### src/rtl/rot_coef_sequencer.sv
// Sequences one rotation-coefficient pass: restart the datapath, let it settle,
// sweep the 8 coefficient selects and stream each captured value downstream.
module rot_coef_sequencer #(
  parameter int unsigned SETTLE_CYCLES = 24,
  parameter int unsigned SEL_WAIT      = 2,
  parameter int unsigned W             = 33
) (
  input  logic                clk,
  input  logic                reset,
  input  logic                start,
  input  logic [2:0]          angle,
  output logic                busy,
  output logic                done,
  output logic                mp_reset,
  output logic [2:0]          mp_aci,
  output logic [2:0]          mp_selection,
  input  logic signed [W-1:0] mp_value,
  output logic                coef_valid,
  input  logic                coef_ready,
  output logic [2:0]          coef_idx,
  output logic signed [W-1:0] coef_data
);

  localparam int unsigned SCW = (SETTLE_CYCLES > 1) ? $clog2(SETTLE_CYCLES) : 1;
  localparam int unsigned WCW = (SEL_WAIT > 1) ? $clog2(SEL_WAIT) : 1;
  localparam logic [SCW-1:0] SETTLE_LAST = SCW'(SETTLE_CYCLES - 1);
  localparam logic [WCW-1:0] SEL_LAST    = WCW'(SEL_WAIT - 1);

  typedef enum logic [2:0] {
    S_IDLE,
    S_RST_DP,
    S_SETTLE,
    S_SEL,
    S_STREAM,
    S_DONE
  } state_e;

  state_e              state_q, state_d;
  logic [2:0]          k_q, k_d;
  logic [2:0]          aci_q, aci_d;
  logic [2:0]          sel_q, sel_d;
  logic [2:0]          idx_q, idx_d;
  logic signed [W-1:0] data_q, data_d;
  logic [SCW-1:0]      scnt_q, scnt_d;
  logic [WCW-1:0]      wcnt_q, wcnt_d;

  always_ff @(posedge clk) begin
    if (reset) begin
      state_q <= S_IDLE;
      k_q     <= '0;
      aci_q   <= '0;
      sel_q   <= '0;
      idx_q   <= '0;
      data_q  <= '0;
      scnt_q  <= '0;
      wcnt_q  <= '0;
    end else begin
      state_q <= state_d;
      k_q     <= k_d;
      aci_q   <= aci_d;
      sel_q   <= sel_d;
      idx_q   <= idx_d;
      data_q  <= data_d;
      scnt_q  <= scnt_d;
      wcnt_q  <= wcnt_d;
    end
  end

  // Counters default to zero so each one clears on entry to its state.
  always_comb begin
    state_d = state_q;
    k_d     = k_q;
    aci_d   = aci_q;
    sel_d   = sel_q;
    idx_d   = idx_q;
    data_d  = data_q;
    scnt_d  = '0;
    wcnt_d  = '0;
    unique case (state_q)
      S_IDLE: begin
        if (start) begin
          aci_d   = angle;
          k_d     = '0;
          state_d = S_RST_DP;
        end
      end
      S_RST_DP: state_d = S_SETTLE;
      S_SETTLE: begin
        if (scnt_q == SETTLE_LAST) begin
          sel_d   = k_q;
          state_d = S_SEL;
        end else begin
          scnt_d = scnt_q + 1'b1;
        end
      end
      S_SEL: begin
        if (wcnt_q == SEL_LAST) begin
          data_d  = mp_value;
          idx_d   = k_q;
          state_d = S_STREAM;
        end else begin
          wcnt_d = wcnt_q + 1'b1;
        end
      end
      S_STREAM: begin
        if (coef_ready) begin
          if (k_q == 3'd7) begin
            state_d = S_DONE;
          end else begin
            k_d     = k_q + 3'd1;
            sel_d   = k_q + 3'd1;
            state_d = S_SEL;
          end
        end
      end
      S_DONE:  state_d = S_IDLE;
      default: state_d = S_IDLE;
    endcase
  end

  always_comb begin
    busy         = (state_q != S_IDLE);
    done         = (state_q == S_DONE);
    coef_valid   = (state_q == S_STREAM);
    mp_reset     = reset | (state_q == S_RST_DP);
    mp_aci       = aci_q;
    mp_selection = sel_q;
    coef_idx     = idx_q;
    coef_data    = data_q;
  end

endmodule

### config.mk
export PLATFORM = sky130hd
export DESIGN_NAME = rot_coef_sequencer
export DESIGN_NICKNAME = d
export VERILOG_FILES = /design/src/rtl/rot_coef_sequencer.sv
export SDC_FILE = /design/constraint.sdc
export NUM_CORES = 1
export LEC_CHECK = 0
export CORE_MARGIN = 2
export CORE_UTILIZATION = 48
export CTS_BUF_LIST = sky130_fd_sc_hd__clkbuf_4 sky130_fd_sc_hd__clkbuf_8
export DETAILED_ROUTE_END_ITERATION = 6
export PLACE_DENSITY = 0.95
export SLEW_MARGIN = 10
export SYNTH_ARGS = -nofsm -noshare
export SYNTH_HDL_FRONTEND = slang
export SYNTH_SLANG_ARGS = --single-unit
### constraint.sdc
create_clock -name clk -period 2.66 [get_ports clk]
set_clock_uncertainty 0.15 [all_clocks]
set_input_delay 0.532 -clock clk [delete_from_list [all_inputs] [get_ports clk]]
set_output_delay 0.532 -clock clk [all_outputs]
set_load 0.05 [all_outputs]
### Word level (Yosys, flattened, before mapping)

Index checks and enable logic that the tools add are counted.
Widths: inputs -> output; s select.

* bits in registers: 54
* output and inout port bits: 46

* equality and inequality tests: 12
* $add $sub $neg: 3
* bitwise operators: 3
* reduce and logical (&&, ||, !) cells: 11
* mux-type cells: 12

Operators with widths (number)
* $mux 3: 9
* $pmux 3 s5: 1
* $pmux 3 s2: 2
* $reduce_and 4->1: 3
* $eq 3x3->1 const B: 3
* $ne 2x2->1 const B: 4
* $eq 3x2->1 const B: 2
* $reduce_or 3->1: 2
* $add 5x1->5 const B: 1
* $eq 5x5->1 const B: 1
* $reduce_and 2->1: 2
* $reduce_bool 2->1: 2
* $add 3x1->3 const B: 1
* $eq 3x1->1 const B: 1
* $logic_not 3->1: 1
* $reduce_bool 3->1: 1
* $ne 2x1->1 const B: 1
* $not 1->1: 2
* $add 1x1->1 const B: 1
* $or 1x1->1: 1

### Longest topological paths before layout

* word-level depth: 4
* depth in mapped cells: 7

### Worst setup path before layout

No wires, ideal clock.

* path kind: register -> output
* start: register state_q[0]
* end: output port done
* required time: 1.978 ns
* arrival: 1.656 ns
* cell stages (with the launch flop): 3
* setup slack: 0.322 ns
* cell sequence: dfxtp_1 > buf_6 > nor3b_1

* word-level cells in the longest chain between the ends: 1

Ends and longest elaborated chain
* from (decl): RTL line 38 `state_e state_q, state_d;`
* from (signal assigned): RTL line 58 `state_q <= state_d;`
* $eq 3x3->1: RTL line 123 `done = (state_q == S_DONE);`
* to (decl): RTL line 13 `output logic done,`

No other way between the ends.

### Worst setup path in the final report

* start: register state_q[1]
* end: output port busy

* word-level cells in the longest chain between the ends: 1

Ends and longest elaborated chain
* $reduce_bool 3->1: RTL line 122 `busy = (state_q != S_IDLE);`
* to (decl): RTL line 12 `output logic busy,`

No other way between the ends.

==> impl_metrics.py <==
metrics = {
    "placed_design": {
        "dpl_cell_area_sq_um": 3030,
        "io_buffer_count": 85,
        "gp_congestion": 0.739,
        "dp_hpwl_mm": 3.60,
    },
    "global_routing": {
        "grt_pass1_vias": 1868,
        "grt_max_degree": 27,
        "grt_pass1_wl_mm": 8.11,
        "grt_usage": 0.199,
        "gr-total-overflow": 0,
        "antenna_found_initial": 0,
    },
    "clock_tree": {
        "post-cts-setup-buffer-count": 0,
        "cts_tree": "done",
        "clkSinkCount": 54,
        "htree_levels": 2,
        "clockRootBuffer": "clkbuf_8",
        "cts_inserted_buffers": 5,
        "clkTransAtPathRegs_ns": 0.09,
        "clockBufferDepth": 2,
        "holdBufCountCts": 0,
        "clock_latency_ns": 0.30,
    },
    "routing": {
        "drtIter0Drc": 71,
        "vias": 1942,
        "dr.pass1.iters": 5,
        "drc": 0,
        "viasPerCell": 5.04,
        "routedWlPerCell_um": 12.7,
        "routed_wl_mm": 4.89,
        "detail-route-antenna-nets": 0,
    },
    "cells_and_area": {
        "drive_gt1_frac": 0.0931,
        "final_common_cell": "clkdlybuf4s50_1",
        "syn2layout_area_growth_pct": 47.8,
        "final_cell_mix": "clkdlybuf4s50_1 (80), nand2_1 (78), dfxtp_1 (54), a21oi_1 (40), nor2_1 (13)",
        "final_cell_area_sq_um": 3180,
        "n_antenna_cell": 0,
        "fin_nets": 377,
    },
    "logic_synthesis": {
        "avgSynthCellArea_sq_um": 8.60,
        "yosysUniqueCellTypes": 39,
        "syn-cell-area_sq_um": 2150,
        "synth_cells": 250,
        "async_flop_share": 0,
        "syn-num-nets": 295,
        "synth_warnings": 0,
        "yosys_register_bits": 54,
        "synth.yosys.seq_area_share": 0.503,
        "synth_ff_type": "dfxtp_1",
        "synth_enable_flop_cells": 0,
    },
    "sta": {
        "maxSlewViolCount": 0,
        "rsz0062_at_grt": "false",
        "setup_tns_ns": 0,
        "worst_pin_slew_ns": 0.528,
        "whs_ns": 0.305,
        "fin_crit_ns": 2.25,
        "finalHoldViolCount": 0,
        "maxSlewHeadroom": 0.647,
        "period_share": 0.846,
        "finalSetupViolCount": 0,
        "max_freq_ghz": 0.445,
    },
    "run_status": {
        "status": "finished clean",
    },
    "floorplanning": {
        "core_sq_um": 4320,
        "die_w_um": 70.9,
        "die_h_um": 70.9,
        "die_area_sq_um": 5030,
        "io_pins": 86,
        "rows": 24,
        "start_util": 0.497,
    },
    "worst_setup_path": {
        "cpPeakStageDelay_ns": 0.54,
        "path_cells": "or3_2 -> dlymetal6s2s_1",
        "cp_top_family": "simple AND/OR/NAND/NOR gates",
        "start_kind": "flop",
        "cp.required_ns": 1.98,
        "critPathSlowestCell": "or3_2",
        "regToRegSetupSlack_ns": 0.74,
        "end_kind": "output pin",
        "worst-path-max-fanout": 8,
        "critical_path_class": "reg2out",
        "crit_buf_inv": 1,
        "worstPathArrival_ns": 1.57,
    },
    "power_and_ir_drop": {
        "comb_power_share": 0.104,
        "swShare": 0.210,
        "seq_power_share": 0.500,
        "p_int_mw": 1.31,
        "pwr-share-clk": 0.395,
        "switchingPower_mw": 0.347,
        "p_per_area_nw_per_um2": 521,
        "power.total_mw": 1.66,
        "ir_worst_vdd_mv": 0.365,
        "p_leak_nw": 1.13,
    },
    "hold_path": {
        "hold_path.class": "reg2reg",
    },
    "job": {
        "maxCapViolCount": 0,
    },
}
[synth_stat cells (2+ instances only)]
master / instances / share of area
nand4b_1: 2 / 0.0081
nand2_1: 78 / 0.14
nor2_1: 13 / 0.023
nand2b_1: 3 / 0.0087
a211oi_2: 3 / 0.017
inv_1: 3 / 0.0052
mux2i_1: 6 / 0.028
buf_2: 7 / 0.016
dfxtp_1: 54 / 0.50
a311oi_1: 2 / 0.0081
nand3b_1: 2 / 0.0070
nand3_1: 2 / 0.0047
ha_1: 5 / 0.029
clkbuf_1: 6 / 0.010
a21oi_1: 40 / 0.093
[layout make-up]
cell class / count / area [sq um]
inverters: 4 / 17.5
fillers: 344 / 1150
well taps: 52 / 65.1
repair buffers: 90 / 896
clock inverters: 2 / 60.1
multi-input cells: 177 / 976
flip-flops and latches: 54 / 1080
clock buffers: 6 / 82.6
[routing by layer]
metal,vias to the layer above,part of all wire,GRT usage
met5,-,0,0
met4,0,0.012,0.0587
met3,6,0.061,0.0556
met2,53,0.50,0.355
met1,890,0.42,0.231
li1,993,-,-
[per-stage QoR]
stage	instances	utilization	setup slack [ns]
finish	385	0.735	0.411
global route	385	0.735	0.351
CTS	385	0.734	0.00181
detailed placement	377	0.701	0.342
global placement	377	0.701	0.353
floorplan	250	-	0.322
[cells by family (layout without fill, tap and decap cells)]
family / count (synthesis) / in the layout / share of synthesized area
buffers and inverters: 19 / 102 / 0.0436
adder cells (fa/ha/maj): 5 / 5 / 0.0291
XOR/XNOR: 2 / 2 / 0.00815
multiplexers: 6 / 6 / 0.0279
AND/OR/NAND/NOR: 113 / 113 / 0.237
flip-flops: 54 / 54 / 0.503
AO/OA/AOI/OAI: 51 / 51 / 0.152
[sequential cells by signal, summed over array words and instances (netlist names)]
name,cells
coef_data,33
scnt_q,5
coef_idx,3
k_q,3
mp_aci,3
mp_selection,3
state_q,3
wcnt_q,1
[worst register-to-register path, delay by kind of cell (launching register included)]
family          cells  cell delay (ns)
buf+inv             1             0.36
flops               1             0.48
compound gates      1             0.15
simple gates        3             0.71
[final timing paths]
kind | from | to | cells after the start
max | state_q[1]$_SDFFE_PP0P_ | busy | 2
min | scnt_q[0]$_SDFF_PP0_ | scnt_q[0]$_SDFF_PP0_ | 1
max reg2reg | state_q[2]$_SDFFE_PP0P_ | coef_data[19]$_SDFFE_PP0P_ | 5
min reg2reg | scnt_q[0]$_SDFF_PP0_ | scnt_q[0]$_SDFF_PP0_ | 1
[timing repair]
action,4_1_cts,5_1_grt
resized for setup,0,2
setup endpoints to repair,0,2
endpoints found under the hold margin,0,0
[power by group through the flow]
stage	registers, mW	clock network (mW)	logic (mW)
after floorplan	0.856	0	0.0793
after global placement	0.847	0	0.172
after detailed placement	0.848	0	0.173
after CTS	0.829	0.671	0.174
after global routing	0.832	0.703	0.183
final	0.829	0.655	0.173
(Power assumes the default switching activity.)
